[config.mk]
export PLATFORM = sky130hd
export DESIGN_NAME = rsa_seq_ctrl
export DESIGN_NICKNAME = d
export VERILOG_FILES = /design/src/rtl/rsa_pkg.sv /design/src/rtl/rsa_seq_tmr.sv /design/src/rtl/rsa_seq_ctrl.sv
export SDC_FILE = /design/constraint.sdc
export NUM_CORES = 1
export LEC_CHECK = 0
export CAP_MARGIN = 25
export CORE_MARGIN = 5
export CORE_UTILIZATION = 55
export DETAILED_ROUTE_END_ITERATION = 8
export PLACE_DENSITY = 0.84
export SYNTH_ARGS = -nofsm -noshare
export SYNTH_HDL_FRONTEND = slang
export SYNTH_HIERARCHICAL = 1
export SYNTH_SLANG_ARGS = --single-unit
export TNS_END_PERCENT = 5
[constraint.sdc]
create_clock -name seq_clk -period 4.05 [get_ports seq_clk]
set_clock_uncertainty 0.05 [all_clocks]
set_input_delay 0.6075 -clock seq_clk [delete_from_list [all_inputs] [get_ports seq_clk]]
set_output_delay 0.6075 -clock seq_clk [all_outputs]
set_load 0.05 [all_outputs]
[src/rtl/rsa_pkg.sv]
// Shared definitions for the RSA sequencing controller: state encoding,
// operand width and the fixed display/validation constants.
package rsa_pkg;

    localparam int OP_W = 8;

    // Value shown on the display while the controller sits in ERR.
    localparam logic [OP_W-1:0] ERR_CODE = 8'hEE;

    // Smallest modulus the core can accept; anything below is rejected.
    localparam logic [OP_W-1:0] MIN_MOD = 8'd2;

    typedef enum logic [2:0] {
        ST_LOAD_M = 3'd0,
        ST_LOAD_E = 3'd1,
        ST_LOAD_N = 3'd2,
        ST_START  = 3'd3,
        ST_WAIT   = 3'd4,
        ST_DONE   = 3'd5,
        ST_ERR    = 3'd6
    } seq_state_t;

    // True for the three operand-entry states.
    function automatic logic is_load_state(input seq_state_t s);
        return (s == ST_LOAD_M) || (s == ST_LOAD_E) || (s == ST_LOAD_N);
    endfunction

endpackage

[src/rtl/rsa_seq_tmr.sv]
// Wait-phase timeout counter. The count is cleared while the core is being
// started and advances once per enabled cycle. "expired" is high during the
// enabled cycle that is the WAIT_MAX-th one since the clear, so the owner
// can leave on the edge that ends exactly WAIT_MAX cycles of waiting.
module rsa_seq_tmr #(
    parameter logic [15:0] WAIT_MAX = 16'd65535
) (
    input  logic clk,
    input  logic rst,
    input  logic clear,
    input  logic enable,
    output logic expired
);

    logic [15:0] count;

    // Cycle counter; saturates instead of wrapping so it can never re-arm.
    always_ff @(posedge clk) begin
        if (rst) begin
            count <= '0;
        end else if (clear) begin
            count <= '0;
        end else if (enable && (count != 16'hFFFF)) begin
            count <= count + 16'd1;
        end
    end

    // Current cycle number (count + 1) compared against the limit.
    assign expired = enable && (({1'b0, count} + 17'd1) >= {1'b0, WAIT_MAX});

endmodule

[src/rtl/rsa_seq_ctrl.sv]
// Operator-facing sequencer for an 8-bit modular-exponentiation core.
// The operator enters M, E and N through the switches (one seq_load strobe
// each). The controller then pulses seq_core_start once and waits for the
// core. seq_dout carries the value for the binary-to-LCD decoder.
//
// Core handshake: seq_core_start is a one-cycle request. seq_core_rdy is a
// valid strobe that is only looked at in WAIT. seq_core_c is taken on the
// same cycle seq_core_rdy is high. rdy beats a simultaneous timeout.
// seq_state exposes the FSM state for observation.
module rsa_seq_ctrl
    import rsa_pkg::*;
#(
    parameter logic        CLK_EDGE = 1'b1,
    parameter logic [15:0] WAIT_MAX = 16'd65535
) (
    input  logic            seq_clk,
    input  logic            seq_rst,
    input  logic [OP_W-1:0] seq_din,
    input  logic            seq_load,
    input  logic            seq_core_rdy,
    input  logic [OP_W-1:0] seq_core_c,
    output logic [OP_W-1:0] seq_core_m,
    output logic [OP_W-1:0] seq_core_e,
    output logic [OP_W-1:0] seq_core_n,
    output logic            seq_core_start,
    output logic [OP_W-1:0] seq_dout,
    output logic            seq_busy,
    output logic            seq_err,
    output seq_state_t      seq_state
);

    // All registers run on the edge selected by CLK_EDGE.
    logic act_clk;
    assign act_clk = CLK_EDGE ? seq_clk : ~seq_clk;

    seq_state_t      state;
    seq_state_t      state_next;
    logic [OP_W-1:0] m_q;
    logic [OP_W-1:0] e_q;
    logic [OP_W-1:0] n_q;
    logic [OP_W-1:0] res_q;
    logic [OP_W-1:0] dout_q;
    logic [OP_W-1:0] dout_next;
    logic            m_we;
    logic            e_we;
    logic            n_we;
    logic            res_we;
    logic            tmr_clear;
    logic            tmr_en;
    logic            tmr_expired;

    rsa_seq_tmr #(
        .WAIT_MAX (WAIT_MAX)
    ) u_tmr (
        .clk     (act_clk),
        .rst     (seq_rst),
        .clear   (tmr_clear),
        .enable  (tmr_en),
        .expired (tmr_expired)
    );

    // Next-state, register write enables and next display value.
    always_comb begin
        state_next = state;
        m_we       = 1'b0;
        e_we       = 1'b0;
        n_we       = 1'b0;
        res_we     = 1'b0;
        tmr_clear  = 1'b0;
        tmr_en     = 1'b0;
        dout_next  = '0;

        case (state)
            ST_LOAD_M: begin
                if (seq_load) begin
                    m_we       = 1'b1;
                    state_next = ST_LOAD_E;
                end
            end
            ST_LOAD_E: begin
                if (seq_load) begin
                    e_we       = 1'b1;
                    state_next = ST_LOAD_N;
                end
            end
            ST_LOAD_N: begin
                if (seq_load) begin
                    // A modulus below MIN_MOD is rejected without touching N.
                    if (seq_din >= MIN_MOD) begin
                        n_we       = 1'b1;
                        state_next = ST_START;
                    end else begin
                        state_next = ST_ERR;
                    end
                end
            end
            ST_START: begin
                tmr_clear  = 1'b1;
                state_next = ST_WAIT;
            end
            ST_WAIT: begin
                tmr_en = 1'b1;
                if (seq_core_rdy) begin
                    res_we     = 1'b1;
                    state_next = ST_DONE;
                end else if (tmr_expired) begin
                    state_next = ST_ERR;
                end
            end
            ST_DONE, ST_ERR: begin
                if (seq_load) begin
                    state_next = ST_LOAD_M;
                end
            end
            default: begin
                state_next = ST_LOAD_M;
            end
        endcase

        if (is_load_state(state)) begin
            dout_next = seq_din;
        end else if (state == ST_DONE) begin
            dout_next = res_q;
        end else if (state == ST_ERR) begin
            dout_next = ERR_CODE;
        end else begin
            dout_next = '0;
        end
    end

    // State register; reset overrides every other input.
    always_ff @(posedge act_clk) begin
        if (seq_rst) begin
            state <= ST_LOAD_M;
        end else begin
            state <= state_next;
        end
    end

    // Operand and result registers; each holds until its own load.
    always_ff @(posedge act_clk) begin
        if (seq_rst) begin
            m_q   <= '0;
            e_q   <= '0;
            n_q   <= '0;
            res_q <= '0;
        end else begin
            if (m_we) begin
                m_q <= seq_din;
            end
            if (e_we) begin
                e_q <= seq_din;
            end
            if (n_we) begin
                n_q <= seq_din;
            end
            if (res_we) begin
                res_q <= seq_core_c;
            end
        end
    end

    // Display register: one cycle behind the state that selected it.
    always_ff @(posedge act_clk) begin
        if (seq_rst) begin
            dout_q <= '0;
        end else begin
            dout_q <= dout_next;
        end
    end

    assign seq_core_m     = m_q;
    assign seq_core_e     = e_q;
    assign seq_core_n     = n_q;
    assign seq_core_start = (state == ST_START);
    assign seq_busy       = (state == ST_START) || (state == ST_WAIT);
    assign seq_err        = (state == ST_ERR);
    assign seq_dout       = dout_q;
    assign seq_state      = state;

endmodule

==> reports/metrics.sh <==
CRITICAL_PATH.REG2REG.ENDPOINT='seq_state[0]$_SDFFE_PP0P_'
ROUTABILITYCONGESTION=0.856
FILLERINSTANCES=419
POST_ROUTE_CELLS_DRIVE_ABOVE_1_SHARE_PCT=8.05
CTS_BUFFERS=9
ANTENNA_CELLS_INSERTED=0
PATH_CLK_SLEW_NS=0.07
TOTALWIRELENGTH_UM=7360
POST_DRT_VIA_CELL_RATIO=5.83
WORSTMARGINPINSLEW_NS=0.828
CRITPATHCAPTURETYPE='output port'
GRT_USAGE_PCT=23.2
ANT_NETS=0
SYN-NUM-NETS=360
YS_ASYNC_SR_FRACTION_PCT=0
SYNTH.FF_LATCH_COUNT=59
MAPPEDNETLISTAREA_UM2=2900
POST_SYNTH_INST_COUNT=338
DPL.HPWL_UM=5050
MOSTFREQUENTLAYOUTCELL='dfxtp_1'
SETUP_VIOLATIONS=0
WORST-PATH-MAX-FANOUT=23
CLOCK_TREE.BUFFER_DEPTH=2
MAXSLEWVIOLCOUNT=0
FINAL_CELL_MIX='dfxtp_1, clkdlybuf4s50_1, nand2_1'
SYNTH_TOP_AREA_SHARE_PCT=40.7
FMAXACHIEVABLE_MHz=307
FLOW.AREA_GROWTH_FROM_SYNTHESIS_PCT=24.3
SYNTH_TOP_CELLS_BY_AREA='dfxtp_1, nand2_1, a21oi_1'
TIMING_WORST_SETUP_PATH_TYPE='flip-flop to output port'
CLOCK_LATENCY_NS=0.34
GRT_ANTENNA_BEFORE_REPAIR=0
SEQ_AREA_FRAC_SYNTH_PCT=40.7
REGTOREGSTARTPOINT='seq_state[2]$_SDFFE_PP0P_'
POST_DRT_WL_PER_CELL_UM=16.2
CTSHTREEMAXLEVEL=3
DIE_W_UM=82.6
EDFF_COUNT_SYNTH=0
CTS_TREE='yes'
CTS_ROOT_BUF='clkbuf_8'
HOLD_PATH_CELLS=2
RRSETUPSLACK_NS=1.09
STATUS='complete, no violations'
P_LEAK_uW=0.00131
MULTI_INPUT_AREA_UM2=1530
WORST_SLEW_MARGIN_REL_PCT=44.7
ROWS=26
CAP_VIOL_MAX_COUNT=0
VDD_IR_DROP_MAX_mV=0.323
WORST_HOLD_PATH_TYPE='flip-flop to flip-flop'
GRT_START_MAX_NET_PINS=26
FIN_UTIL_PCT=70.6
FP.DIEAREA_UM2=6830
POWER_DENSITY_nW_PER_UM2=426
POST-ROUTE-DRC-COUNT=0
WORSTREGTOREGCELLS=8
CLOCK_SINK_COUNT=59
PRECTSSETUPSLACK_NS=1.18
SYN_AVG_CELL_AREA_UM2=8.58
CTS.REPAIR_TIMING.SETUP_BUFFER_COUNT=0
YOSYSWARNINGS=6
PORT_BUFFERS=57
HOLD_PATH_STARTPOINT='seq_core_e[1]$_SDFFE_PP0P_'
GRT_PASS1_WL_UM=11900
POST-LAYOUT-TOTAL-POWER_uW=1540
YS.FLOP_TYPE='dfxtp_1'
CP_DATA_ARRIVAL_TIME_NS=2.60
POST_CTS_HOLD_BUFFER_COUNT=0
DRT_ITER0_MARKERS=291
YS_TYPES=65
PLACEABLECOREAREA_UM2=5110
WORST_SLACK_NS=0.788
GRT_PASS1_VIAS=2497
GLOBALROUTEOVERFLOWTOTAL=0
POST_CTS.RESIZED_INSTANCES=0
FIN_TNS_SETUP_NS=0
LAYOUT.NETS=402
RSZ_0062_RAISED_AFTER_GLOBAL_ROUTING='no'
REGAREA_UM2=1180
STARTPOINT_TYPE='flip-flop'
TIMING_HOLD_VIOLATIONS_FINAL=0
LAYOUT_WORST_PATH_CYCLE_SHARE_PCT=80.6
DIE_H_UM=82.6
WORST_HOLD_MARGIN_NS=0.405
MIN_TO='seq_core_e[1]$_SDFFE_PP0P_'
INITIAL_CORE_UTIL_PCT=56.8
VIA_COUNT=2652
TOTAL_ITERATIONS_OF_THE_FIRST_DETAILED_ROUTING_RUN=5
CRIT_REQUIRED_NS=3.39
MIN_PERIOD_NS=3.26
SYNTH_AREA_LEADER_CELL='dfxtp_1'
IO-PIN-COUNT=58
critical path: stages, from the launching register on:
cell and delay (ns):
dfxtp_1 0.81, nand2_1 0.15, nor2_1 0.34, or2_1 0.17, clkdlybuf4s50_1 0.80
stage by stage:
step	std cells	cell area, um^2
finish	455	3610
global route	455	3610
CTS	455	3610
detailed placement	439	3400
global placement	439	3400
floorplan	338	2900
Yosys cell counts, types with 6 or more instances:
library cell and count:
nand3_1 7, o21bai_1 7, xnor2_1 6, a21oi_1 30, buf_2 7, and3_1 6
buf_4 7, nor3b_1 7, dfxtp_1 59, nor2_1 35, clkbuf_1 6, mux2i_1 12
nand2_1 55, nor3_1 10, inv_1 6
area by class of cell:
type / instances / share of cell area, %
multi-input cells: 246 / 42.4
flip-flops and latches: 59 / 32.8
repair buffers: 58 / 16.0
clock buffers: 10 / 3.54
well taps: 70 / 2.43
clock inverters: 6 / 2.22
inverters: 6 / 0.625
per-layer routing:
metal  wire length [um]  track usage [%]  part of all wire (%)
met5                  0                0                     0
met4                210             13.6                   2.9
met3                546             7.48                   7.4
met2               3550             35.3                    48
met1               3060             28.7                    42
registers in the layout (all words and copies together), names as in the netlist:
name and flops:
res_q 8, seq_core_e 8, seq_core_m 8, seq_core_n 8, seq_dout 8, seq_state 3, u_tmr/count 16
power breakdown:
part	switching (uW)	internal, uW
Clock	230	342
Combinational	197	116
Sequential	38.6	613
Total	466	1070
worst max path at each step:
stage | start | slack, ns | endpoint
after global placement | seq_state[2]$_SDFFE_PP0P_ | 1.25 | seq_busy
after CTS | seq_state[0]$_SDFFE_PP0P_ | 0.78 | seq_busy
after global routing | seq_state[0]$_SDFFE_PP0P_ | 0.63 | seq_busy
final | seq_state[0]$_SDFFE_PP0P_ | 0.79 | seq_busy
after detailed placement | seq_state[2]$_SDFFE_PP0P_ | 1.18 | seq_state[0]$_SDFFE_PP0P_
after floorplan | seq_state[0]$_SDFFE_PP0P_ | 1.13 | seq_busy
cells by family after synthesis:
| kind of cell | Yosys count | share of synthesized area (%) |
|---|---|---|
| simple gates | 152 | 28.1 |
| compound gates | 70 | 16.4 |
| flops | 59 | 40.7 |
| buf+inv | 33 | 6.56 |
| mux | 13 | 4.66 |
| xor+xnor | 9 | 2.72 |
| fa+ha+maj | 2 | 0.863 |
Power figures use the tool's default switching activity.
